### src/rtl/alu_pkg.sv
// ---------------------------------------------------------------------------
// alu_pkg
// Shared types for the ALU execute stage:
//   XLEN_DEFAULT  default operand/result width
//   SHAMT_W       width of the shift amount taken from op_b
//   alu_op_e      ALU operation codes produced by the ALU control decoder
//   aluState_e    execute-stage FSM states
//   isShiftOp()   true for the three shift operations
// ---------------------------------------------------------------------------
package alu_pkg;

  localparam int XLEN_DEFAULT = 32;
  localparam int SHAMT_W      = 5;

  typedef enum logic [3:0] {
    OP_ADD = 4'b0000,
    OP_SUB = 4'b0001,
    OP_SLL = 4'b0010,
    OP_XOR = 4'b0101,
    OP_SRL = 4'b0110,
    OP_SRA = 4'b0111,
    OP_OR  = 4'b1000,
    OP_AND = 4'b1001
  } alu_op_e;

  typedef enum logic [1:0] {
    IDLE,
    SHIFT,
    HOLD
  } aluState_e;

  // Raw op codes are compared here so that illegal codes simply return 0.
  function automatic logic isShiftOp(input logic [3:0] op);
    return (op == OP_SLL) || (op == OP_SRL) || (op == OP_SRA);
  endfunction

endpackage

### src/rtl/alu_shift_serial.sv
// ---------------------------------------------------------------------------
// alu_shift_serial
// One-bit-per-cycle shifter with a down-counter holding the remaining steps.
// Ports:
//   clk, rst_n    clock, synchronous active-low reset
//   load_i        capture data_i / amount_i / op_i and start shifting
//   data_i        value to be shifted
//   amount_i      number of steps (non-zero when loaded)
//   op_i          OP_SLL, OP_SRL or OP_SRA
//   stepData_o    the shift register advanced by one more bit
//   lastStep_o    the current step is the final one (counter == 1)
// ---------------------------------------------------------------------------
module alu_shift_serial
  import alu_pkg::*;
#(
  parameter int XLEN = XLEN_DEFAULT
) (
  input  logic               clk,
  input  logic               rst_n,
  input  logic               load_i,
  input  logic [XLEN-1:0]    data_i,
  input  logic [SHAMT_W-1:0] amount_i,
  input  alu_op_e            op_i,
  output logic [XLEN-1:0]    stepData_o,
  output logic               lastStep_o
);

  logic [XLEN-1:0]    shiftReg_q, shiftReg_d;
  logic [SHAMT_W-1:0] count_q, count_d;
  alu_op_e            op_q, op_d;

  // One-bit shift of the working register; SRA replicates the sign bit,
  // anything else that is not SRL is treated as a left shift.
  always_comb begin
    stepData_o = {shiftReg_q[XLEN-2:0], 1'b0};
    case (op_q)
      OP_SRL:  stepData_o = {1'b0, shiftReg_q[XLEN-1:1]};
      OP_SRA:  stepData_o = {shiftReg_q[XLEN-1], shiftReg_q[XLEN-1:1]};
      default: stepData_o = {shiftReg_q[XLEN-2:0], 1'b0};
    endcase
  end

  assign lastStep_o = (count_q == SHAMT_W'(1));

  // Load wins over stepping; the register keeps shifting while the
  // counter is non-zero and then sits idle once it reaches zero.
  always_comb begin
    shiftReg_d = shiftReg_q;
    count_d    = count_q;
    op_d       = op_q;
    if (load_i) begin
      shiftReg_d = data_i;
      count_d    = amount_i;
      op_d       = op_i;
    end else if (count_q != '0) begin
      shiftReg_d = stepData_o;
      count_d    = count_q - SHAMT_W'(1);
    end
  end

  // Reset clears the counter so an interrupted shift never completes.
  always_ff @(posedge clk) begin
    if (!rst_n) begin
      shiftReg_q <= '0;
      count_q    <= '0;
      op_q       <= OP_SLL;
    end else begin
      shiftReg_q <= shiftReg_d;
      count_q    <= count_d;
      op_q       <= op_d;
    end
  end

endmodule

### src/rtl/alu_execute.sv
// ---------------------------------------------------------------------------
// alu_execute
// Registered ALU execute stage with valid/ready handshakes on both sides.
// Non-shift ops (and shifts by 0) complete in one cycle; shifts by N>0 use
// a serial shifter and complete after N+1 cycles, then wait in HOLD until
// the consumer takes the result.
// Build option: define ALU_FAST_SHIFT_EN to replace the serial shifter with
// a single-cycle barrel shifter (all ops then have latency 1).
// Ports:
//   clk, rst_n      clock, synchronous active-low reset
//   alu_operation   op code (alu_op_e encodings, others are illegal)
//   op_a, op_b      operands; shift amount is op_b[4:0]
//   in_valid/in_ready    request handshake
//   result, zero, illegal  registered outputs
//   out_valid/out_ready  result handshake
// ---------------------------------------------------------------------------
module alu_execute
  import alu_pkg::*;
#(
  parameter int XLEN = XLEN_DEFAULT
) (
  input  logic            clk,
  input  logic            rst_n,
  input  logic [3:0]      alu_operation,
  input  logic [XLEN-1:0] op_a,
  input  logic [XLEN-1:0] op_b,
  input  logic            in_valid,
  output logic            in_ready,
  output logic [XLEN-1:0] result,
  output logic            zero,
  output logic            illegal,
  output logic            out_valid,
  input  logic            out_ready
);

  aluState_e          state_q;
  logic [XLEN-1:0]    result_q;
  logic               zero_q;
  logic               illegal_q;
  logic               outValid_q;

  logic [SHAMT_W-1:0] shamt;
  logic [XLEN-1:0]    quickResult;
  logic               opLegal;
  logic               accept;
  logic               startSerial;

  assign shamt = op_b[SHAMT_W-1:0];

  // in_ready is forced low during reset so nothing is taken while the
  // state register may still hold a stale value.
  assign in_ready  = rst_n && (state_q == IDLE) && (!outValid_q || out_ready);
  assign accept    = in_valid && in_ready;

  assign result    = result_q;
  assign zero      = zero_q;
  assign illegal   = illegal_q;
  assign out_valid = outValid_q;

  // Single-cycle datapath; shifts here use the full amount, which covers
  // both shift-by-zero and the barrel-shifter build.
  always_comb begin
    quickResult = '0;
    opLegal     = 1'b1;
    case (alu_operation)
      OP_ADD:  quickResult = op_a + op_b;
      OP_SUB:  quickResult = op_a - op_b;
      OP_SLL:  quickResult = op_a << shamt;
      OP_XOR:  quickResult = op_a ^ op_b;
      OP_SRL:  quickResult = op_a >> shamt;
      OP_SRA:  quickResult = $signed(op_a) >>> shamt;
      OP_OR:   quickResult = op_a | op_b;
      OP_AND:  quickResult = op_a & op_b;
      default: opLegal     = 1'b0;
    endcase
  end

`ifdef ALU_FAST_SHIFT_EN
  assign startSerial = 1'b0;
`else
  logic [XLEN-1:0] stepData;
  logic            lastStep;

  assign startSerial = accept && isShiftOp(alu_operation) && (shamt != '0);

  alu_shift_serial #(
    .XLEN (XLEN)
  ) uShift (
    .clk        (clk),
    .rst_n      (rst_n),
    .load_i     (startSerial),
    .data_i     (op_a),
    .amount_i   (shamt),
    .op_i       (alu_op_e'(alu_operation)),
    .stepData_o (stepData),
    .lastStep_o (lastStep)
  );
`endif

  // Control FSM with registered outputs. In IDLE a finished handshake and a
  // new acceptance can happen on the same edge, so a single-cycle op simply
  // overwrites the result and keeps out_valid high.
  always_ff @(posedge clk) begin
    if (!rst_n) begin
      state_q    <= IDLE;
      outValid_q <= 1'b0;
      result_q   <= '0;
      zero_q     <= 1'b0;
      illegal_q  <= 1'b0;
    end else begin
      case (state_q)
        IDLE: begin
          if (startSerial) begin
            state_q    <= SHIFT;
            outValid_q <= 1'b0;
          end else if (accept) begin
            outValid_q <= 1'b1;
            result_q   <= quickResult;
            zero_q     <= (quickResult == '0);
            illegal_q  <= !opLegal;
          end else if (out_ready) begin
            outValid_q <= 1'b0;
          end
        end
`ifdef ALU_FAST_SHIFT_EN
        SHIFT, HOLD: begin
          state_q <= IDLE;
        end
`else
        SHIFT: begin
          if (lastStep) begin
            state_q    <= HOLD;
            outValid_q <= 1'b1;
            result_q   <= stepData;
            zero_q     <= (stepData == '0);
            illegal_q  <= 1'b0;
          end
        end
        HOLD: begin
          if (out_ready) begin
            state_q    <= IDLE;
            outValid_q <= 1'b0;
          end
        end
`endif
        default: begin
          state_q <= IDLE;
        end
      endcase
    end
  end

endmodule

### config.mk
export PLATFORM = sky130hd
export DESIGN_NAME = alu_execute
export DESIGN_NICKNAME = d
export VERILOG_FILES = /design/src/rtl/alu_pkg.sv /design/src/rtl/alu_shift_serial.sv /design/src/rtl/alu_execute.sv
export SDC_FILE = /design/constraint.sdc
export NUM_CORES = 1
export LEC_CHECK = 0
export BUFFER_PORTS_ARGS = -buffer_cell sky130_fd_sc_hd__buf_2
export CAP_MARGIN = 30
export CORE_MARGIN = 8
export CORE_UTILIZATION = 30
export CTS_CLUSTER_SIZE = 16
export DETAILED_ROUTE_END_ITERATION = 8
export HOLD_SLACK_MARGIN = 0.02
export MAX_ROUTING_LAYER = met4
export PLACE_DENSITY_LB_ADDON = 0.2
export SYNTH_ARGS = -nofsm -noshare
export SYNTH_HDL_FRONTEND = slang
export SYNTH_SLANG_ARGS = --single-unit
### constraint.sdc
create_clock -name clk -period 5.48 [get_ports clk]
set_input_delay 0.822 -clock clk [delete_from_list [all_inputs] [get_ports clk]]
set_output_delay 0.822 -clock clk [all_outputs]
set_load 0.01 [all_outputs]
==> results of run 1 <==
-- worst max-delay path, stage by stage --
cell and delay (ns):
buf_2 0.12, nor4_2 0.37, nand2_1 0.16, nor2_1 0.15, and2_1 0.19, nand4_1 0.19, nor4_1 0.22, buf_4 0.17
nand2_1 0.11, o21ai_0 0.23, xnor2_1 0.09, ha_1 0.42, nand3_1 0.10, o21ai_0 0.34, o221a_1 0.24, o211ai_1 0.15
or4_1 0.55, nor4_1 0.28, nand4_1 0.15, nor4_2 0.15, a22o_1 0.16
-- metrics by stage --
stage	power [mW]	worst slack [ns]	setup TNS, ns
after floorplan	2.12	0.0394	0
after global routing	3.85	-0.000329	-0.000329
after detailed placement	2.92	-0.171	-0.180
after CTS	3.60	0.163	0
after global placement	2.90	-0.152	-0.152
final	3.62	0.409	0
-- where the power goes --
part	switching, mW	total, mW	internal, mW
combinational	1.31	2.15	0.832
clock	0.262	0.666	0.405
sequential	0.104	0.811	0.708
total	1.68	3.62	1.94
-- Yosys cell counts (39+ instances only) --
cell type | n | area, um^2
a21boi_0 | 66 | 495
clkbuf_1 | 101 | 379
a21oi_1 | 73 | 365
dfxtp_1 | 78 | 1560
inv_1 | 77 | 289
o211ai_1 | 63 | 473
xnor2_1 | 39 | 342
nand2_1 | 233 | 875
ha_1 | 104 | 1300
nand3_1 | 50 | 250
o21ai_0 | 84 | 420
nor2_1 | 137 | 514
mux2i_1 | 80 | 801
-- repair_timing --
item	CTS	global route
buffers inserted	0	0
gates resized for setup	0	6
endpoints found under the setup margin	0	2
-- worst max path at each step --
stage	startpoint	to	depth (start not counted)
finish	op_b[2]	zero	21
global route	op_b[2]	zero	25
CTS	op_b[2]	zero	22
detailed placement	op_b[2]	zero	22
global placement	op_b[2]	zero	22
floorplan	op_b[1]	zero	23
-- cell usage in the layout (no fill, tap or decap), types with 66 or more instances in the layout --
| cell type | Yosys | routed |
|---|---|---|
| nor2_1 | 137 | 137 |
| buf_2 | 10 | 106 |
| a21boi_0 | 66 | 66 |
| dfxtp_1 | 78 | 78 |
| buf_4 | 0 | 152 |
| ha_1 | 104 | 103 |
| a21oi_1 | 73 | 72 |
| nand2_1 | 233 | 232 |
| o21ai_0 | 84 | 82 |
| mux2i_1 | 80 | 80 |
| inv_1 | 77 | 77 |
-- per-layer routing --
metal | share of wire, % | up-vias
met3 | 7.8 | 138
li1 | - | 6588
met2 | 45 | 799
met5 | 0 | -
met4 | 3.9 | 0
met1 | 43 | 7126
-- kinds of logic (layout without fill, tap and decap cells) --
logic type / count (synthesis) / count (layout) / synth area share (%)
flops: 78 / 78 / 12.4
other cells: 0 / 3 / 0
fa+ha+maj: 105 / 105 / 10.5
buf+inv: 216 / 357 / 7.07
xor+xnor: 47 / 47 / 3.26
mux: 158 / 158 / 17.8
simple gates: 585 / 585 / 21.4
compound gates: 495 / 495 / 27.7
-- registers in the layout, indices dropped and copies added (netlist names) --
name / count
illegal: 1
out_valid: 1
result: 32
state_q: 2
uShift.count_q: 5
uShift.op_q: 4
uShift.shiftReg_q: 32
zero: 1
-- final cells by class --
cell class,count,area [um^2]
Clock buffer,9,225
Clock inverter,7,104
Sequential cell,78,1560
Inverter,80,300
Fill cell,4462,26900
Timing Repair Buffer,261,1730
Antenna cell,3,7.51
Tap cell,539,674
Multi-Input combinational cell,1390,10200
==> flow_summary.json, run 1 <==
{
  "outcome": "finished clean",
  "busiest_layer": "met2",
  "grt_start_max_net_pins": 81,
  "worst_pin_slew_ns": 0.934,
  "syn_nets": 1861,
  "rr_endpoint": "zero",
  "htreeDepth": 3,
  "finalNetCount": 1997,
  "crit_fanout": 7,
  "r2r-start": "state_q[1]",
  "start_kind": "input pin",
  "finalSetupViolCount": 0,
  "ioPinCount": 108,
  "dp_cells": 2348,
  "drt-total-wl_mm": 66.1,
  "die_h_um": 221,
  "cts_tree": "done",
  "hold_ws_ns": 0.447,
  "dr.pass1.iters": 6,
  "final_area_um2": 14900,
  "routed_via_density": 6.19,
  "async_flop_share_pct": 0,
  "holdCritStartpoint": "uShift.op_q[1]",
  "clk_latency_ns": 0.35,
  "die_area_um2": 48900,
  "ir_drop_v": 0.000161,
  "hpwl_mm": 49.6,
  "grtUsageMet2_pct": 40.9,
  "finalMaxSlewViolations": 0,
  "wl_per_cell_um": 27.9,
  "finClkSkew_ns": 0.0125,
  "drv_cap": 0,
  "yosys.cell_types.count": 84,
  "grt.overflow.total": 0,
  "initialDrtViolationCount": 1821,
  "rows": 75,
  "yosys_warnings": 0,
  "syn_area_per_cell_um2": 7.50,
  "timing.final.crit_period_ns": 5.07,
  "port_buffers": 107,
  "placed_area_um2": 14500,
  "drc": 0,
  "yosys_most_used_dff": "dfxtp_1",
  "grtUsageMet3_pct": 3.69,
  "ys_seq_area_share_pct": 12.4,
  "whs_endpoint": "uShift.op_q[1]",
  "ant_nets": 0,
  "hold_path_depth": 1,
  "synth_edf_count": 0,
  "gp_congestion": 0.981,
  "finalNonFillerCells": 2367,
  "final_core_util_pct": 35.6,
  "required_ns": 5.78,
  "cts_hold_buffers": 0,
  "worst-setup-path-type": "in -> reg",
  "core_um2": 41800,
  "grt_pass1_vias": 14200,
  "syn_area_um2": 12600,
  "cts_buffer_depth": 2,
  "grt_pass1_wl_mm": 96.0,
  "synth_seq_cells": 78,
  "min_path_type": "reg -> reg",
  "fin_crit_sh_pct": 92.5,
  "p_leak_nw": 6.51,
  "cts_root_buffer": "clkbuf_16",
  "fmax_mhz": 197,
  "numCtsBuffers": 9,
  "final_layout_size_suffix_gt1_share_pct": 20.4,
  "clkTransAtPathRegs_ns": 0.07,
  "hold_viol": 0,
  "powerDensity_nw_per_um2": 244,
  "die_x_um": 221,
  "regToRegSetupSlack_ns": 2.36,
  "track_usage_pct": 26.4,
  "num_vias": 14700,
  "crit_path_end_kind": "register",
  "cts_sinks": 78,
  "initial_core_util_pct": 30.2,
  "cp.arrival_ns": 5.37,
  "use_met1_pct": 34.5,
  "reg2reg_depth": 12,
  "syn-instance-count": 1684,
  "syn2layout_area_growth_pct": 17.6,
  "antenna_found_initial": 2,
  "relSlewSlack_pct": 37.3
}
Power figures use the tool's default switching activity.
==> run 2, diff against run 1 <==
--- a/config.mk
+++ b/config.mk
@@ -5,9 +5,10 @@
 export SDC_FILE = /design/constraint.sdc
 export NUM_CORES = 1
 export LEC_CHECK = 0
+export ABC_AREA = 1
 export BUFFER_PORTS_ARGS = -buffer_cell sky130_fd_sc_hd__buf_2
 export CAP_MARGIN = 30
-export CORE_MARGIN = 8
+export CORE_MARGIN = 1
 export CORE_UTILIZATION = 30
 export CTS_CLUSTER_SIZE = 16
 export DETAILED_ROUTE_END_ITERATION = 8
==> run 2 against run 1 <==
Compared with the run above: the flow now finishes with violations (design-rule violations); sequential power rose by 5.5%; cell area fell by 6.6%; global-route usage rose by 3.5 points; register-to-register slack improved by 0.19 ns; combinational power rose by 7%; clock-buffer cell count rose by 1; clock power fell by 6.0%; maximum frequency rose by 11%; worst hold slack improved by 0.014 ns; critical path type unchanged; critical endpoint unchanged; clock skew fell by 0.0065 ns; flip-flop and latch count did not move.
==> flow_summary.json, run 2 <==
{
  "finalSetupViolCount": 0,
  "port_buffers": 107,
  "fmax_mhz": 220,
  "cp.arrival_ns": 4.84,
  "worst_pin_slew_ns": 0.954,
  "fin_crit_sh_pct": 83.1,
  "yosys_most_used_dff": "dfxtp_1",
  "timing.final.crit_period_ns": 4.55,
  "rows": 74,
  "async_flop_share_pct": 0,
  "yosys_warnings": 0,
  "ir_drop_v": 0.000258,
  "synth_area_leader_cell": "nand2_1",
  "synth_seq_cells": 78,
  "powerDensity_nw_per_um2": 272,
  "finClkSkew_ns": 0.00606,
  "drt-total-wl_mm": 63.8,
  "relSlewSlack_pct": 36.3,
  "grt_pass1_vias": 14500,
  "clk_latency_ns": 0.35,
  "crit_fanout": 5,
  "dp_cells": 2902,
  "cts_tree": "done",
  "grt_setup_unrepaired": "no",
  "placed_area_um2": 13600,
  "syn-instance-count": 2345,
  "cpMaxStageDelayCell": "nor3_1",
  "cts_hold_buffers": 0,
  "fin_tns_setup_ns": 0,
  "synth_top_area_share_pct": 21.7,
  "finalMaxSlewViolations": 0,
  "syn_area_um2": 12700,
  "final_layout_size_suffix_gt1_share_pct": 8.13,
  "diodes": 0,
  "cts_setup_buffers": 0,
  "p_leak_nw": 7.44,
  "slowest_delay_ns": 0.35,
  "final_area_um2": 13900,
  "synth_area_leaders": "nand2_1, nand3_1, dfxtp_1, ha_1, inv_1",
  "antenna_found_initial": 0,
  "initialDrtViolationCount": 1685,
  "cts_sinks": 78,
  "hold_ws_ns": 0.461,
  "numCtsBuffers": 9,
  "syn_area_per_cell_um2": 5.40,
  "final_core_util_pct": 33.7,
  "cts_resized": 0,
  "worst-setup-path-type": "in -> reg",
  "ant_nets": 0,
  "die_area_um2": 43100,
  "track_usage_pct": 29.9,
  "grt.overflow.total": 0,
  "n_fill_cell": 4778,
  "violations": "design-rule violations",
  "synth_common_cells": "nand2_1, nand3_1, inv_1",
  "cts_root_buffer": "clkbuf_16",
  "finalNetCount": 2558,
  "initial_core_util_pct": 30.8,
  "final_cell_mix": "nand2_1, nand3_1, inv_1",
  "outcome": "finished with violations",
  "syn_nets": 2522,
  "start_kind": "input pin",
  "drc": 1,
  "timing.final.ws_setup_ns": 0.926,
  "crit_path_end_kind": "register",
  "finalNonFillerCells": 2918,
  "die_h_um": 208,
  "gp_congestion": 1.02,
  "syn2layout_area_growth_pct": 9.44,
  "grt_pass1_wl_mm": 94.4,
  "required_ns": 5.76,
  "layout_commonest_cell": "nand2_1",
  "dr.pass1.iters": 8,
  "ioPinCount": 108,
  "ys_seq_area_share_pct": 12.3,
  "yosys.cell_types.count": 55,
  "min_path_type": "reg -> reg",
  "synth_edf_count": 0,
  "num_vias": 15800,
  "htreeDepth": 3,
  "cts_buffer_depth": 2,
  "yosysMostFrequentCell": "nand2_1",
  "power_mw": 3.77,
  "pre_cts_ws_ns": 0.642,
  "hpwl_mm": 51.8,
  "wl_per_cell_um": 21.9,
  "drv_cap": 0,
  "routed_via_density": 5.42,
  "die_x_um": 208,
  "clkTransAtPathRegs_ns": 0.06,
  "hold_viol": 0,
  "grt_start_max_net_pins": 73,
  "core_um2": 41200
}
-- run 2: changes by cell type in the layout (fill, tap and decap cells not counted), moves of 26 or more --
cell / delta
a21boi_0: -65
mux2_2: -31
o21ai_0: +63
nor2_1: +26
buf_4: -125
mux4_2: -37
nand3_1: +327
a21oi_1: +74
o211ai_1: -58
mux2i_1: -80
xnor2_1: -37
inv_1: +200
nand2_1: +501
-- run 2: kinds of logic (layout without fill, tap and decap cells) --
| kind of cell | Yosys count | after routing | synth area share [%] |
|---|---|---|---|
| AOI/OAI and AO/OA | 370 | 370 | 16.3 |
| buffers and inverters | 401 | 442 | 12.8 |
| and+or+nand+nor | 1359 | 1359 | 45.9 |
| DFF | 78 | 78 | 12.3 |
| adders and majority gates | 105 | 105 | 10.4 |
| xor gates and xnor gates | 32 | 32 | 2.21 |
-- run 2: final cells by class --
type	instances	area, um^2	share of cell area [%]
clock buffer	10	239	1.72
tap	532	666	4.80
sequential	78	1560	11.3
multi-input combinational	1866	9490	68.4
clock inverter	6	70.1	0.505
timing repair buffer	135	743	5.36
inverter	291	1100	7.91
-- run 2: metal layers --
metal  track usage (%)  part of all wire [%]  vias up
met5                 -                     0        -
met4              11.6                   4.2        0
met3              2.33                   6.1       79
met2              45.3                    43      625
met1              40.9                    47     7338
li1                  -                     -     7763
-- run 2: worst paths after layout --
| kind | startpoint | to | slack (ns) | cells after the start |
|---|---|---|---|---|
| max | op_b[0] | zero | 0.93 | 29 |
| min | illegal | illegal | 0.46 | 2 |
| max reg2reg | uShift.op_q[2] | zero | 2.55 | 11 |
| min reg2reg | illegal | illegal | 0.46 | 2 |
-- run 2: power by group --
group / internal, mW / switching [mW]
registers: 0.754 / 0.102
logic: 0.688 / 1.60
clock network: 0.367 / 0.259
total: 1.81 / 1.96
-- run 2: critical path: cells and delay by family --
kind / cells / cell delay [ns]
AO/OA/AOI/OAI: 3 / 0.64
adder cells (fa/ha/maj): 2 / 0.48
buffers and inverters: 7 / 0.63
XOR/XNOR: 1 / 0.19
AND/OR/NAND/NOR: 16 / 2.07
